**src/rtl/serial_byte_tx.sv**
```systemverilog
// serial_byte_tx: serial transmitter for frames of the form start(0), DATA_W data bits
// sent LSB first, optional parity bit, then STOP_BITS stop bits(1). The line idles at 1.
// Each line bit is held for CLKS_PER_BIT clocks. A 1-entry holding register decouples
// the byte producer from the shifter, so frames go out back-to-back when a byte is waiting.
//
// Optional feature: define SERIAL_TX_PARITY_EN to add a parity bit after the data bits.
// The parity bit is the XOR of the data bits, inverted when PARITY_ODD=1.
//
// Ports:
//   clk       rising-edge clock
//   reset     asynchronous active-high reset
//   in_valid  in_byte is valid
//   in_byte   byte to send, captured on the in_valid & in_ready edge
//   in_ready  holding register is empty
//   out       serial line (registered, idles at 1)
//   busy      high from the first start-bit cycle through the last stop-bit cycle
//   done      one-cycle pulse in the final clock of the final stop bit
module serial_byte_tx #(
    parameter int unsigned DATA_W       = 8,
    parameter int unsigned CLKS_PER_BIT = 1,
    parameter int unsigned STOP_BITS    = 1,
    parameter int unsigned PARITY_ODD   = 0
) (
    input  logic              clk,
    input  logic              reset,
    input  logic              in_valid,
    input  logic [DATA_W-1:0] in_byte,
    output logic              in_ready,
    output logic              out,
    output logic              busy,
    output logic              done
);

    localparam int unsigned CNT_W = (CLKS_PER_BIT > 1) ? $clog2(CLKS_PER_BIT) : 1;
    localparam int unsigned BIT_W = (DATA_W > 2) ? $clog2(DATA_W) : 1;

    // Reject parameter values the frame logic cannot represent.
    if (DATA_W < 1 || CLKS_PER_BIT < 1 || STOP_BITS < 1 || STOP_BITS > 2 || PARITY_ODD > 1)
    begin : g_param_check
        $error("serial_byte_tx: illegal parameter value");
    end

`ifdef SERIAL_TX_PARITY_EN
    typedef enum logic [2:0] {
        S_IDLE,
        S_START,
        S_DATA,
        S_PARITY,
        S_STOP
    } state_t;
`else
    typedef enum logic [2:0] {
        S_IDLE,
        S_START,
        S_DATA,
        S_STOP
    } state_t;
`endif

    state_t            state_q, state_d;
    logic [CNT_W-1:0]  clk_cnt_q, clk_cnt_d;
    logic [BIT_W-1:0]  bit_cnt_q, bit_cnt_d;
    logic [DATA_W-1:0] shift_q, shift_d;
    logic [DATA_W-1:0] hold_q, hold_d;
    logic              hold_valid_q, hold_valid_d;
    logic              out_q, out_d;
    logic              busy_q, busy_d;
    logic              done_q, done_d;
    logic              last_clk;
    logic              load;
`ifdef SERIAL_TX_PARITY_EN
    logic              parity_q, parity_d;
`endif

    // State and datapath registers.
    always_ff @(posedge clk or posedge reset) begin
        if (reset) begin
            state_q      <= S_IDLE;
            clk_cnt_q    <= '0;
            bit_cnt_q    <= '0;
            shift_q      <= '0;
            hold_q       <= '0;
            hold_valid_q <= 1'b0;
            out_q        <= 1'b1;
            busy_q       <= 1'b0;
            done_q       <= 1'b0;
`ifdef SERIAL_TX_PARITY_EN
            parity_q     <= 1'b0;
`endif
        end else begin
            state_q      <= state_d;
            clk_cnt_q    <= clk_cnt_d;
            bit_cnt_q    <= bit_cnt_d;
            shift_q      <= shift_d;
            hold_q       <= hold_d;
            hold_valid_q <= hold_valid_d;
            out_q        <= out_d;
            busy_q       <= busy_d;
            done_q       <= done_d;
`ifdef SERIAL_TX_PARITY_EN
            parity_q     <= parity_d;
`endif
        end
    end

    // Next-state, holding register and registered-output logic.
    always_comb begin
        state_d      = state_q;
        bit_cnt_d    = bit_cnt_q;
        shift_d      = shift_q;
        hold_d       = hold_q;
        hold_valid_d = hold_valid_q;
        load         = 1'b0;
        out_d        = 1'b1;
        busy_d       = 1'b0;
        done_d       = 1'b0;
`ifdef SERIAL_TX_PARITY_EN
        parity_d     = parity_q;
`endif

        last_clk  = (clk_cnt_q == CNT_W'(CLKS_PER_BIT - 1));
        clk_cnt_d = (state_q == S_IDLE || last_clk) ? '0 : clk_cnt_q + CNT_W'(1);

        case (state_q)
            S_IDLE: begin
                bit_cnt_d = '0;
                if (hold_valid_q) begin
                    load = 1'b1;
                end
            end
            S_START: begin
                if (last_clk) begin
                    state_d   = S_DATA;
                    bit_cnt_d = '0;
                end
            end
            S_DATA: begin
                if (last_clk) begin
                    shift_d = shift_q >> 1;
                    if (bit_cnt_q == BIT_W'(DATA_W - 1)) begin
`ifdef SERIAL_TX_PARITY_EN
                        state_d = S_PARITY;
`else
                        state_d = S_STOP;
`endif
                        bit_cnt_d = '0;
                    end else begin
                        bit_cnt_d = bit_cnt_q + BIT_W'(1);
                    end
                end
            end
`ifdef SERIAL_TX_PARITY_EN
            S_PARITY: begin
                if (last_clk) begin
                    state_d   = S_STOP;
                    bit_cnt_d = '0;
                end
            end
`endif
            S_STOP: begin
                if (last_clk) begin
                    if (bit_cnt_q == BIT_W'(STOP_BITS - 1)) begin
                        bit_cnt_d = '0;
                        if (hold_valid_q) begin
                            load = 1'b1;
                        end else begin
                            state_d = S_IDLE;
                        end
                    end else begin
                        bit_cnt_d = bit_cnt_q + BIT_W'(1);
                    end
                end
            end
            default: begin
                state_d   = S_IDLE;
                bit_cnt_d = '0;
            end
        endcase

        // Move the held byte into the shifter; this frees the holding register.
        if (load) begin
            state_d      = S_START;
            shift_d      = hold_q;
            bit_cnt_d    = '0;
            hold_valid_d = 1'b0;
`ifdef SERIAL_TX_PARITY_EN
            parity_d     = (^hold_q) ^ 1'(PARITY_ODD);
`endif
        end

        // Accept only when empty; a load and an accept never fall on the same edge.
        if (in_valid && !hold_valid_q) begin
            hold_d       = in_byte;
            hold_valid_d = 1'b1;
        end

        // Outputs follow the next state so they line up with it on the same edge.
        case (state_d)
            S_IDLE:   out_d = 1'b1;
            S_START:  out_d = 1'b0;
            S_DATA:   out_d = shift_d[0];
`ifdef SERIAL_TX_PARITY_EN
            S_PARITY: out_d = parity_d;
`endif
            S_STOP: begin
                out_d  = 1'b1;
                done_d = (bit_cnt_d == BIT_W'(STOP_BITS - 1)) &&
                         (clk_cnt_d == CNT_W'(CLKS_PER_BIT - 1));
            end
            default:  out_d = 1'b1;
        endcase
        busy_d = (state_d != S_IDLE);
    end

    assign in_ready = !hold_valid_q;
    assign out      = out_q;
    assign busy     = busy_q;
    assign done     = done_q;

endmodule

```
**config.mk**
```make
export PLATFORM = sky130hd
export DESIGN_NAME = serial_byte_tx
export DESIGN_NICKNAME = d
export VERILOG_FILES = /design/src/rtl/serial_byte_tx.sv
export SDC_FILE = /design/constraint.sdc
export NUM_CORES = 1
export LEC_CHECK = 0
export CORE_MARGIN = 1.5
export CORE_UTILIZATION = 41
export CTS_CLUSTER_DIAMETER = 60
export CTS_CLUSTER_SIZE = 12
export DETAILED_ROUTE_END_ITERATION = 8
export SYNTH_ARGS = -nofsm -noshare
export SYNTH_HDL_FRONTEND = slang
export SYNTH_SLANG_ARGS = --single-unit
```
**constraint.sdc**
```tcl
create_clock -name clk -period 1.6 [get_ports clk]
set_input_delay 0.32 -clock clk [delete_from_list [all_inputs] [get_ports clk]]
set_output_delay 0.32 -clock clk [all_outputs]
set_load 0.02 [all_outputs]
```
==> results.md <==
- Outcome: finished, violations left
- Violated checks: setup timing
- Area growth syn-to-layout: 30.4%
- Top cells by area, synth: dfrtp_1, mux2_2, a22oi_1, ha_1, nand2_1
- EDFF count, synth: 0
- Post-Synthesis Cells: 116
- Root buf cell: clkbuf_4
- Reg-to-reg endpoint: shift_q[0]$_DFF_PP0_
- CTS tree: built
- Fillers: 259
- Share of async-settable or async-resettable flops after synthesis: 100%
- R2r startpoint: clk_cnt_q$_DFF_PP0_
- CTS Buffer Depth: 2
- Max Cap Violations: 0
- DRC: 0
- Number of global-route vias before repair: 948
- PwrDens: 1420 nW/um^2
- RSZ-0062 raised after global routing: true
- CTS Buf Count: 3
- Clock skew: 4.29 ps
- Later-pin clock latency in the skew report: 310 ps
- Initial core utilization: approximately 43%
- DR iter-0 viols: 32
- Final setup violation count: 10
- VDD IR max: roughly 0.75 mV
- HP Class: in2async
- Post-synth top flop: dfrtp_1
- Post-synth top area share: 50.9%
- Row cnt: 20
- Cell taking the most area after synthesis: dfrtp_1
- Kind of critical path: reg2reg
- Drt pass-1 iters: 5
- Final HPWL from detailed placement: ~1.7 mm
- Commonest non-fill, non-tap cell in the layout: dfrtp_1
- Period minus WS final: 1650 ps
- DR vias: between 900 and 1000
- IO buf count: 14
- Nets: 159
- Die Height: about 59 um
- Most frequent cells in the layout: dfrtp_1, buf_4, clkdlybuf4s50_1
- Layout cell share with drive strength beyond 1: 33.3%
- Synthesized area: around 1300 um^2
- Synth unique cells: 33
- Clk slew on worst S/H paths: 130 ps
- Total grt overflow: 0
- DR WL/cell: ~14 um
- Initial antenna violation count: 0
- CP Max Fanout: 4
- Detail Route Antenna Nets: 0
- Avg Inst Size Synth: 11.0 um^2
- Vias/cell: 5.60
- Routability Congestion: 0.827
- Total die area: 3460 um^2
- Yosys reg bits: 27
- Critical Path AT: 1860 ps
- Worst setup SP type: flop
- Final worst-path cycle share: 103%
- Fmax: 604 MHz
- Ports: 15
- Worst Setup SP: clk_cnt_q$_DFF_PP0_
- Total wire length: ~2.5 mm
- Worst R2R Setup Slack: -50 ps
- Largest net degree at the start of global routing: 28
- Core area: 3000 um^2
- Final slew viol count: 0
- GRT Resource Usage Total: approximately 16%
- Leakage: approximately 0.74 nW
- WP data required: 1800 ps
- Hold Fails Final Rpt: 0
- Setup crit end: shift_q[0]$_DFF_PP0_
- Util after Layout: 55.5%
- Die X: 58.8 um
- CTS Sinks: 27
- R2R depth: 4
- Setup crit end kind: flop
- Synth warnings: 0
- Fin Setup TNS: -300 ps
- First-pass GRT wire length: roughly 4.2 mm
- Setup WS post-layout: -54.5 ps
- H-tree Lvls: 1
- Share of the yosys chip area belonging to registers: 53.0%
- CTS Hold Bufs: 0
- N_diodes: 0
cell type report:
cell class                 count  area, um^2  share of cell area [%]
sequential                    27         677                    40.6
multi-input combinational     77         624                    37.5
timing repair buffer          31         277                    16.6
tap                           33        41.3                    2.48
clock buffer                   3        22.5                    1.35
inverter                       5        18.8                    1.13
clock inverter                 1        5.00                   0.301
power breakdown:
part	leakage [nW]	internal [mW]	switching (mW)	total, mW
registers	0.332	0.948	0.154	1.10
logic	0.395	0.514	0.484	0.998
clock network	0.0177	0.0932	0.176	0.269
total	0.745	1.56	0.813	2.37
state kept, by name, summed over array words and instances, names as in the netlist:
| signal | count |
|---|---|
| out | 1 |
| busy | 1 |
| state_q | 3 |
| done | 1 |
| clk_cnt_q | 1 |
| hold_q | 8 |
| shift_q | 8 |
| hold_valid_q | 1 |
| bit_cnt_q | 3 |
critical path: stages (launching register included):
cell and delay, ps:
dfrtp_1 400, buf_4 150, nand2b_1 200, o41ai_4 410, mux2_2 380
cell families after synthesis:
kind of cell / count (synthesis) / synth area share, %
AND/OR/NAND/NOR: 38 / 17.0
flip-flops: 27 / 53.0
AO/OA/AOI/OAI: 23 / 12.5
buffers and inverters: 13 / 4.31
multiplexers: 11 / 9.89
adder cells (fa/ha/maj): 3 / 2.94
other: 1 / 0.294
synth_stat cells (3+ instances only):
master / n
dfrtp_1: 26
nand2_1: 10
mux2_2: 9
a22oi_1: 7
o21ai_0: 7
nor2_1: 6
clkbuf_1: 5
inv_1: 5
nor4_1: 4
a211oi_1: 3
ha_1: 3
nand3b_1: 3
nor2b_1: 3
metal layers:
metal | part of all wire [%] | wire length [um] | vias up | GRT usage, %
li1 | - | - | 471 | -
met1 | 45 | 1100 | 477 | 20.8
met2 | 49 | 1220 | 28 | 26.8
met3 | 2.5 | 61 | 16 | 1.54
met4 | 3.2 | 80 | 0 | 8.44
met5 | 0 | 0 | - | 0
stage by stage:
stage,hold slack (ps),instances,setup WS [ps],power (mW),area (um^2)
final,352,177,-54.5,2.37,1670
after global routing,389,177,-124,2.55,1670
after CTS,351,174,-76.9,2.32,1600
after detailed placement,481,169,-105,2.01,1540
after global placement,479,169,-52.4,1.98,1540
after floorplan,372,117,-95.3,1.72,1300
how the worst min path moves through the flow:
stage,start,end,slack [ps],cells past startpoint
6_report,reset,shift_q[5]$_DFFE_PP0P_,350,3
5_1_grt,reset,state_q[0]$_DFF_PP0_,390,3
4_1_cts,reset,shift_q[5]$_DFFE_PP0P_,350,3
3_5_place_dp,hold_q[7]$_DFFE_PP0P_,shift_q[7]$_DFFE_PP0P_,480,2
3_3_place_gp,hold_q[7]$_DFFE_PP0P_,shift_q[7]$_DFFE_PP0P_,480,2
2_1_floorplan,reset,bit_cnt_q[0]$_DFF_PP0_,370,1
timing repair:
action / CTS / global route
setup endpoints to repair: 14 / 20
buffers inserted: 0 / 2
gates resized for setup: 9 / 18
endpoints found under the hold margin: 0 / 0
gates cloned: 1 / 1
pin swaps: 2 / 3
Power figures use the tool's default switching activity.
